### src/rtl/enc_pkg.sv
// rtl/enc_pkg.sv - shared sizes and group-result record for the 256-to-8 encoder
package enc_pkg;
    localparam int NGRP   = 16;
    localparam int GRP_W  = 16;
    localparam int CODE_W = 8;

    typedef struct packed {
        logic       any;
        logic       multi;
        logic [3:0] idx;
    } grp_t;
endpackage

### src/rtl/enc_grp16.sv
// rtl/enc_grp16.sv - combinational 16-bit low-priority encoder with any/multi flags
module enc_grp16
    import enc_pkg::*;
(
    input  logic [GRP_W-1:0] v,
    output logic             any,
    output logic             multi,
    output logic [3:0]       idx
);
    // Scan high to low so the lowest set bit wins.
    always_comb begin
        idx = '0;
        for (int i = GRP_W - 1; i >= 0; i--) begin
            if (v[i]) idx = 4'(i);
        end
    end

    assign any   = |v;
    // Clearing the lowest set bit leaves something only when two or more were set.
    assign multi = |(v & (v - GRP_W'(1)));
endmodule

### src/rtl/enc.sv
// rtl/enc.sv - two-stage pipelined 256-to-8 priority encoder with valid/ready handshake
module enc #(
    parameter int NGRP = enc_pkg::NGRP
) (
    input  logic         clk,
    input  logic         rst,
    input  logic [127:0] selectp2,
    input  logic [127:0] selectp1,
    input  logic         in_valid,
    output logic         in_ready,
    output logic [7:0]   count,
    output logic         zero,
    output logic         multi,
    output logic         out_valid,
    input  logic         out_ready
);
    import enc_pkg::grp_t;
    import enc_pkg::GRP_W;
    import enc_pkg::CODE_W;

    logic [NGRP*GRP_W-1:0] v;
    logic [NGRP-1:0]       g_any;
    logic [NGRP-1:0]       g_multi;
    logic [3:0]            g_idx [NGRP];

    grp_t                  s1_grp [NGRP];
    logic                  s1_valid;
    logic                  s1_adv;
    logic                  s2_adv;

    logic [CODE_W-1:0]     cnt_n;
    logic                  found_n;
    logic                  multi_n;

    assign v        = {selectp1, selectp2};
    assign s2_adv   = !out_valid || out_ready;
    assign s1_adv   = !s1_valid || s2_adv;
    assign in_ready = s1_adv;

    for (genvar g = 0; g < NGRP; g++) begin : g_grp
        enc_grp16 u_grp (
            .v     (v[g*GRP_W +: GRP_W]),
            .any   (g_any[g]),
            .multi (g_multi[g]),
            .idx   (g_idx[g])
        );
    end

    always_ff @(posedge clk or posedge rst) begin
        if (rst) begin
            s1_valid <= 1'b0;
            for (int g = 0; g < NGRP; g++) s1_grp[g] <= '0;
        end else if (s1_adv) begin
            s1_valid <= in_valid;
            if (in_valid) begin
                for (int g = 0; g < NGRP; g++) begin
                    s1_grp[g] <= '{any: g_any[g], multi: g_multi[g], idx: g_idx[g]};
                end
            end
        end
    end

    // Lowest occupied group supplies the code; a second occupied group means multi.
    always_comb begin
        cnt_n   = '0;
        found_n = 1'b0;
        multi_n = 1'b0;
        for (int g = 0; g < NGRP; g++) begin
            if (s1_grp[g].multi) multi_n = 1'b1;
            if (s1_grp[g].any) begin
                if (found_n) begin
                    multi_n = 1'b1;
                end else begin
                    found_n = 1'b1;
                    cnt_n   = {4'(g), s1_grp[g].idx};
                end
            end
        end
    end

    always_ff @(posedge clk or posedge rst) begin
        if (rst) begin
            out_valid <= 1'b0;
            count     <= '0;
            zero      <= 1'b0;
            multi     <= 1'b0;
        end else if (s2_adv) begin
            out_valid <= s1_valid;
            if (s1_valid) begin
                count <= cnt_n;
                zero  <= !found_n;
                multi <= multi_n;
            end
        end
    end
endmodule

### config.mk
export PLATFORM = sky130hd
export DESIGN_NAME = enc
export DESIGN_NICKNAME = d
export VERILOG_FILES = /design/src/rtl/enc_pkg.sv /design/src/rtl/enc_grp16.sv /design/src/rtl/enc.sv
export SDC_FILE = /design/constraint.sdc
export NUM_CORES = 1
export LEC_CHECK = 0
export CAP_MARGIN = 10
export CORE_MARGIN = 2
export CORE_UTILIZATION = 45
export CTS_CLUSTER_DIAMETER = 100
export CTS_CLUSTER_SIZE = 28
export DETAILED_ROUTE_END_ITERATION = 10
export PLACE_DENSITY_LB_ADDON = 0.15
export SYNTH_ARGS = -nofsm -noshare
export SYNTH_HDL_FRONTEND = slang
export SYNTH_SLANG_ARGS = --single-unit
export TNS_END_PERCENT = 50
### constraint.sdc
create_clock -name clk -period 4.73 [get_ports clk]
set_input_delay 1.1825 -clock clk [delete_from_list [all_inputs] [get_ports clk]]
set_output_delay 1.1825 -clock clk [all_outputs]
set_load 0.02 [all_outputs]
==> results.ini <==
[cells_and_area]
stdcell_area_sq_um = 12900
syn_to_final_growth_pct = 33.6
drive_gt1_share_pct = 3.99
fin_nets = 1807
fillers = 1953
layout_common_cells = 271 x clkdlybuf4s50_1, 175 x nor2_1, 119 x nand2_1
n_antenna_cell = 0
fin_cells = 1827
final_common_cell = clkdlybuf4s50_1

[sta]
finalSetupViolCount = 0
fmax_mhz = 272
fin_crit_ps = 3680
timing_worst_slew_pin_value_ps = 877
hold_violations = 0
whs_ps = 481
worst_slack_ps = 1050
final.setup.tns_ps = 0
rsz0062_at_grt = false
drv_slew = 0
relSlewSlack_pct = 41.0
finalClockSkew_ps = 8.89
period_share_pct = 77.8

[grt]
overflow = 0
met1_usage_pct = 38.7
grt_start_max_net_pins = 77
track_usage_pct = 25.8
grt_pass1_wl_um = 48100
grt_busiest_layer = met2
antenna_found_initial = 0
grt_pass1_vias = 9852
met2_usage_pct = 39.4
grt_use_met3_pct = 3.52

[logic_synthesis]
synth.cell_area_sq_um = 9660
yosysWarnings = 0
ys.flop_type = dfrtp_1
synth_area_leaders = dfrtp_1 28%, nor2_1 6.8%, o21ai_0 5.5%, a21oi_1 5.3%, nor3_1 4.9%
syn_avg_cell_area_sq_um = 7.35
yosys.area.top_type = dfrtp_1
synth.distinct_cells = 69
yosysSeqAreaShare_pct = 28.0
synthArstFlopShare_pct = 100
synth_largest_type_area_fraction_pct = 28.0
ys_seq_elements = 108
synth-edff-count = 0
synthesis.nets = 1573
synth_cells = 1313

[clock_network]
hold_buffers = 0
cts_tree = done
clock-sinks = 108
max-clock-path-buffers = 2
clock_latency_ps = 360
cts_made_buffers = 9
clkTransAtPathRegs_ps = 70
post_cts.repair.setup_buffers = 0
cts_resized = 0
h-tree-depth = 3
cts_root_buf = clkbuf_16

[worst_hold_path]
hold_class = reg2reg
whs_endpoint = count[5]
hp-start = count[5]
hold_depth = 1

[detailed_routing]
vias_per_cell = 6.17
drt_wl_total_um = 30200
dr.first_iter.drc_count = 684
num_vias = 11300
drcViolationCount = 0
antenna_left = 0
firstDrtPassIters = 7
routedWlPerCell_um = 16.6

[die]
core_area_sq_um = 21000
die_w_um = 150
num_rows = 53
io_pins = 272
fp.dieArea_sq_um = 22600
die_y_um = 150
initial_core_util_pct = 45.9

[power]
internal-power_mw = 1.78
ir_drop_mv = 0.163
switching_share_pct = 30.1
combPwrFrac_pct = 28.1
p_leak_nw = 4.52
seq_power_share_pct = 39.9
p_per_area_nw_per_um2 = 197
pwr-share-clk_pct = 32.0
p_sw_uw = 766

[placement]
dpl.cell_count = 1811
post-dp-hpwl_um = 23400
place_ws_ps = 1050
place_congestion = 0.911
portBuffers = 271
dpl-instance-area_sq_um = 12600

[critical_path]
critPathArrivalTime_ps = 2500
crit_path_end_kind = primary output
ff2ff_path_depth = 6
r2r_slack_ps = 2220
r2r-start = s1_grp[89]
required_ps = 3550
worstSetupStartpointType = input pin
r2r_end = count[3]
setup.worst_path.class = in2out
cp_max_fo = 4

[status]
status = completed

[flow_run]
maxCapViolCount = 0

cell type report:
class	count	area, sq um	area share [%]
flip-flops and latches	108	2700	21.0
multi-input cells	1099	6540	50.7
clock inverters	4	55.1	0.427
well taps	275	344	2.67
inverters	53	201	1.56
repair buffers	276	2790	21.6
clock buffers	12	267	2.07
cell families after synthesis:
| logic type | Yosys count | share of synthesized area, % |
|---|---|---|
| fa+ha+maj | 24 | 2.49 |
| buf+inv | 106 | 4.35 |
| mux | 2 | 0.207 |
| compound gates | 501 | 35.7 |
| simple gates | 572 | 29.3 |
| flops | 108 | 28.0 |
power by group through the flow:
| stage | sequential (mW) | clock (mW) | combinational [mW] |
|---|---|---|---|
| floorplan | 1.01 | 0 | 0.300 |
| global placement | 1.03 | 0 | 0.700 |
| detailed placement | 1.03 | 0 | 0.708 |
| CTS | 1.01 | 0.830 | 0.711 |
| global route | 1.02 | 0.866 | 0.784 |
| finish | 1.01 | 0.815 | 0.713 |
Yosys cell counts (all sizes together) (39+ instances only):
master and instances:
o21ai 107, nor3 95, nand2 120, clkbuf 42, o31ai 39, a21oi 102
nor2 176, nor4 43, a211oi 42, inv 53, dfrtp 108
stage by stage:
stage,utilization (%),power [mW]
floorplan,-,1.31
global placement,59.8,1.73
detailed placement,59.8,1.74
CTS,61.4,2.56
global route,61.4,2.67
finish,61.4,2.54
how the worst max path moves through the flow:
stage / from / to / slack, ps / depth (start not counted)
after CTS: out_ready / in_ready / 1050 / 3
after floorplan: rst / count[0] / 700 / 1
after global routing: out_ready / in_ready / 1010 / 3
after global placement: out_ready / in_ready / 1070 / 3
after detailed placement: out_ready / in_ready / 1050 / 3
final: out_ready / in_ready / 1050 / 3
registers in the layout, indices dropped and copies added, names as in the netlist:
signal and flops:
count 8, s1_grp 96, out_valid 1, s1_valid 1
zero 1, multi 1
metal layers:
| metal | wire (um) | up-vias |
|---|---|---|
| met5 | 0 | - |
| met2 | 13100 | 377 |
| met1 | 14700 | 5302 |
| li1 | - | 5567 |
| met4 | 327 | 0 |
| met3 | 2140 | 23 |
worst max-delay path, cell delays in order:
cell             delay, ps
clkdlybuf4s50_1        460
nand3b_1               210
clkdlybuf4s50_1        650
Note: power is estimated with default switching activity, not from simulation.
